<file path="src/rtl/gray_counter_pkg.sv">
// rtl/gray_counter_pkg.sv - shared constants and Gray/binary helpers for gray_counter_n
package gray_counter_pkg;

  localparam int WIDTH_MAX = 16;
  localparam logic DIR_UP = 1'b1;
  localparam logic DIR_DOWN = 1'b0;

  function automatic logic [WIDTH_MAX-1:0] bin2gray(input logic [WIDTH_MAX-1:0] bin);
    return bin ^ (bin >> 1);
  endfunction

  // Each binary bit is the XOR of all Gray bits at and above it.
  function automatic logic [WIDTH_MAX-1:0] gray2bin(input logic [WIDTH_MAX-1:0] gray);
    logic [WIDTH_MAX-1:0] bin;
    bin[WIDTH_MAX-1] = gray[WIDTH_MAX-1];
    for (int i = WIDTH_MAX - 2; i >= 0; i--) begin
      bin[i] = bin[i+1] ^ gray[i];
    end
    return bin;
  endfunction

endpackage

</file>
<file path="src/rtl/gray2bin_n.sv">
// rtl/gray2bin_n.sv - combinational WIDTH-bit Gray to binary decoder (prefix XOR from the MSB)
module gray2bin_n #(
  parameter int WIDTH = 3
) (
  input  logic [WIDTH-1:0] gray_in,
  output logic [WIDTH-1:0] bin_out
);

  assign bin_out[WIDTH-1] = gray_in[WIDTH-1];

  for (genvar i = 0; i < WIDTH - 1; i++) begin : g_prefix
    assign bin_out[i] = ^gray_in[WIDTH-1:i];
  end

endmodule

</file>
<file path="src/rtl/gray_counter_n.sv">
// rtl/gray_counter_n.sv - N-bit up/down Gray counter with load, sticky flags and wrap pulse
// Define GRAY_COUNTER_N_SATURATE_EN to saturate at the ends instead of wrapping.
module gray_counter_n
  import gray_counter_pkg::*;
#(
  parameter int WIDTH = 3,
  parameter int INIT  = 0
) (
  input  logic             Clk,
  input  logic             Reset,
  input  logic             En,
  input  logic             Up,
  input  logic             Load,
  input  logic [WIDTH-1:0] LoadVal,
  input  logic             FlagClr,
  output logic [WIDTH-1:0] Output,
  output logic [WIDTH-1:0] Binary,
  output logic             Overflow,
  output logic             Underflow,
  output logic             Wrap
);

  localparam logic [WIDTH-1:0] INIT_BIN  = WIDTH'(INIT);
  localparam logic [WIDTH-1:0] INIT_GRAY = INIT_BIN ^ (INIT_BIN >> 1);
  localparam logic [WIDTH-1:0] BIN_MAX   = '1;
  localparam logic [WIDTH-1:0] BIN_MIN   = '0;

  logic [WIDTH-1:0] bin_q, bin_d;
  logic [WIDTH-1:0] gray_q, gray_d;
  logic             ovf_q, ovf_d;
  logic             udf_q, udf_d;
  logic             wrap_q, wrap_d;
  logic [WIDTH-1:0] load_bin;

  gray2bin_n #(.WIDTH(WIDTH)) u_load_dec (
    .gray_in (LoadVal),
    .bin_out (load_bin)
  );

  // Flags clear first so that a wrap in the same cycle as FlagClr still sets its flag.
  always_comb begin
    bin_d  = bin_q;
    ovf_d  = ovf_q & ~FlagClr;
    udf_d  = udf_q & ~FlagClr;
    wrap_d = 1'b0;
    if (Load) begin
      bin_d = load_bin;
    end else if (En) begin
      if (Up == DIR_UP) begin
        if (bin_q == BIN_MAX) begin
          ovf_d = 1'b1;
`ifndef GRAY_COUNTER_N_SATURATE_EN
          bin_d  = BIN_MIN;
          wrap_d = 1'b1;
`endif
        end else begin
          bin_d = bin_q + WIDTH'(1);
        end
      end else begin
        if (bin_q == BIN_MIN) begin
          udf_d = 1'b1;
`ifndef GRAY_COUNTER_N_SATURATE_EN
          bin_d  = BIN_MAX;
          wrap_d = 1'b1;
`endif
        end else begin
          bin_d = bin_q - WIDTH'(1);
        end
      end
    end
    // Gray is encoded from the next state so Output and Binary agree every cycle.
    gray_d = WIDTH'(bin2gray(WIDTH_MAX'(bin_d)));
  end

  always_ff @(posedge Clk) begin
    if (Reset) begin
      bin_q  <= INIT_BIN;
      gray_q <= INIT_GRAY;
      ovf_q  <= 1'b0;
      udf_q  <= 1'b0;
      wrap_q <= 1'b0;
    end else begin
      bin_q  <= bin_d;
      gray_q <= gray_d;
      ovf_q  <= ovf_d;
      udf_q  <= udf_d;
      wrap_q <= wrap_d;
    end
  end

  assign Output    = gray_q;
  assign Binary    = bin_q;
  assign Overflow  = ovf_q;
  assign Underflow = udf_q;
  assign Wrap      = wrap_q;

endmodule

</file>
<file path="config.mk">
export PLATFORM = sky130hd
export DESIGN_NAME = gray_counter_n
export DESIGN_NICKNAME = d
export VERILOG_FILES = /design/src/rtl/gray_counter_pkg.sv /design/src/rtl/gray2bin_n.sv /design/src/rtl/gray_counter_n.sv
export SDC_FILE = /design/constraint.sdc
export NUM_CORES = 1
export LEC_CHECK = 0
export CORE_UTILIZATION = 35
export DETAILED_ROUTE_END_ITERATION = 8
export HOLD_SLACK_MARGIN = 0.05
export PLACE_DENSITY = 0.7
export SLEW_MARGIN = 25
export SYNTH_ARGS = -nofsm -noshare
export SYNTH_HDL_FRONTEND = slang
export SYNTH_HIERARCHICAL = 1
export SYNTH_SLANG_ARGS = --single-unit
</file>
<file path="constraint.sdc">
create_clock -name Clk -period 2.2 [get_ports Clk]
set_input_delay 0.33 -clock Clk [delete_from_list [all_inputs] [get_ports Clk]]
set_output_delay 0.33 -clock Clk [all_outputs]
set_load 0.02 [all_outputs]
</file>
==> metrics.csv <==
stage;metric;value;unit
sta;fin_crit_sh;0.837;
final_layout;multi_input_area;284;µm²
clock_tree;cts_tree;done;
global_route;grt_first_pass_wirelength;1550;µm
floorplanning;rows;13;
logic_synthesis;synth_top_flop_cell;dfxtp_1;
final_layout;n_antenna_cell;0;
min_path;worstHoldStart;Overflow;
critical_path;rrSetupSlack;0.36;ns
logic_synthesis;syn_nets;69;
floorplanning;dieWidth;39.5;µm
sta;setup_viol;0;
final_layout;n_fill_cell;129;
clock_tree;cts_max_path_buffers;2;
logic_synthesis;synthTopCellsByArea;dfxtp_1, ha_1, inv_1;
critical_path;slowest_delay;0.41;ns
floorplanning;dieArea;0.00156;mm²
logic_synthesis;synth_cells;56;
clock_tree;clock_latency;0.26;ns
pwr;p_per_area;593;mW/mm²
sta;min_period;1.84;ns
clock_tree;htree_levels;1;
drt;vias;444;
critical_path;crit_path_end_kind;register;
critical_path;worstSetupPathType;register to register;
global_route;grt_usage;0.157;
sta;slew_headroom;0.732;
final_layout;stdcell_area;689;µm²
floorplanning;die_h;39.5;µm
clock_tree;clock_sinks;8;
logic_synthesis;yosys.area_share.simple;0.178;
logic_synthesis;yosysTopAreaCell;dfxtp_1;
floorplanning;io_pins;18;
global_route;antenna_found_initial;0;
final_layout;drive_above_1_share;0.0946;
critical_path;worstPathMaxFanout;4;
place;place_congestion;0.785;
logic_synthesis;synth_xor_area_frac;0.0660;
logic_synthesis;avgSynthCellArea;8.80;µm²
min_path;hold_class;register to register;
job;maxCapViolations;0;
global_route;grt_start_max_net_pins;9;
drt;drc;0;
sta;tns;0;ns
sta;rsz0062_at_grt;false;
sta;skew;0.00760;ns
drt;wl_per_cell;11.6;µm
place;post_dp_cell_area;667;µm²
final_layout;nets;89;
final_layout;seqCellArea;160;µm²
sta;worstMarginPinSlew;0.403;ns
clock_tree;numCtsBuffers;3;
critical_path;path_cells;inv_1 > ha_1 > or3_1 > a221o_2 > a21o_1 > mux2i_1;
critical_path;required;2.38;ns
pwr;ir_drop;0.247;mV
clock_tree;cts_hold_buf;0;
logic_synthesis;synthMuxAreaShare;0.0406;
logic_synthesis;ys_warn_count;6;
logic_synthesis;synth-edff-count;0;
sta;finalHoldViolations;0;
logic_synthesis;yosys.area_share.adder;0.102;
place;port_buffers;17;
drt;drt_iter0_drc;1;
run_status;status;completed;
floorplanning;start_util;0.379;
logic_synthesis;yosysMostFrequentCell;inv_1;
critical_path;cp.arrival;2.02;ns
global_route;grt_pass1_vias;376;
logic_synthesis;yosysSeqAreaShare;0.325;
logic_synthesis;async_flop_share;0;
pwr;finalPower;0.000409;W
critical_path;startpoint_type;register;
clock_tree;root_buffer;clkbuf_4;
drt;routed_wl;1030;µm
drt;viasPerCell;4.99;
place;hpwlAfterDp;787;µm
critical_path;crit-reg2reg-launch;Binary[0];
logic_synthesis;synth_compound_area_frac;0.190;
drt;ant_nets;0;
clock_tree;clkTransAtPathRegs;0.06;ns
global_route;grt-ovfl-total;0;
final_layout;synthToLayoutAreaGrowth;39.8;%
clock_tree;cts-resized-gates;0;
place;placed_cells;86;
final_layout;stdcell_count;89;
clock_tree;cts_setup_buffers;0;
logic_synthesis;synthDistinctLibCells;27;
logic_synthesis;syn_area;493;µm²
sta;slew_viol_final;0;
logic_synthesis;synthTopCellsByCount;inv_1, dfxtp_1, nor2_1, a21oi_1, ha_1;
sta;fmax;543;MHz
critical_path;crit_slowest_cell;dfxtp_1;
logic_synthesis;yosys.area.top_type_share;0.325;
floorplanning;coreArea;0.00130;mm²
logic_synthesis;synth_top_family_by_area;compound AO/OA/AOI/OAI gates;
logic_synthesis;ys_ff_latch;8;
critical_path;crit_start;Binary[0];
drt;firstDrtPassIters;2;
pwr;p_leak;0.314;nW
## metal layers
| metal | vias to the layer above | share of wire | track usage |
|---|---|---|---|
| li1 | 230 | - | - |
| met1 | 198 | 0.50 | 0.189 |
| met2 | 14 | 0.42 | 0.234 |
| met3 | 2 | 0.064 | 0.0398 |
| met4 | 0 | 0.013 | 0.121 |
| met5 | - | 0 | 0 |
## placed cells by master, fill, tap and decap left out, drive strengths merged
cell type	Yosys	final
clkbuf	0	3
nand2	2	2
a221oi	2	2
dfxtp	8	8
a21oi	4	4
xor2	1	1
xor3	1	1
a21o	1	1
inv	9	9
o21ai	2	2
ha	4	4
or2b	1	1
nor2	5	5
a221o	1	1
o31ai	1	1
clkdlybuf4s50	0	17
nand3	1	1
nor2b	1	1
mux2i	2	2
nor3	1	1
o22ai	1	1
nand2b	2	2
or3b	1	1
a211oi	1	1
or3	2	2
## report_power, final
part,switching (W),leakage [nW],internal [W]
Clock,0.0000520,0.0138,0.0000626
Sequential,0.00000865,0.0659,0.000157
Combinational,0.0000611,0.234,0.0000677
Total,0.000122,0.314,0.000287
## registers in the layout, summed over array words and instances (netlist names)
name / flops
Output: 2
Underflow: 1
Binary: 3
Overflow: 1
Wrap: 1
## worst max-delay path: cells and delay by family (launching register included)
kind	cells	cell delay, ns
AND/OR/NAND/NOR	1	0.38
adder cells (fa/ha/maj)	1	0.23
flip-flops	1	0.41
AO/OA/AOI/OAI	2	0.51
buffers and inverters	1	0.11
multiplexers	1	0.12
## cell type report
cell class              count  share of cell area
repair buffers             17               0.247
multi-input cells          37               0.412
flip-flops and latches      8               0.232
clock buffers               3              0.0327
well taps                  15              0.0272
inverters                   9              0.0490
## cell families after synthesis
group / count (synthesis)
multiplexers: 2
adder cells (fa/ha/maj): 4
AND/OR/NAND/NOR: 16
AO/OA/AOI/OAI: 13
XOR/XNOR: 2
buffers and inverters: 11
flip-flops: 8
## per-stage QoR
stage	util	setup WS, ns	hold slack [ns]
floorplan	-	0.386	0.402
global placement	0.513	0.247	0.480
detailed placement	0.513	0.209	0.485
CTS	0.530	0.372	0.500
global route	0.530	0.277	0.520
finish	0.530	0.359	0.499
## worst paths after layout
path,to,depth (start not counted)
hold reg to reg,Overflow,2
hold / removal,Overflow,2
setup / recovery,Output[1],6
setup reg to reg,Output[1],6
(Power assumes the default switching activity.)
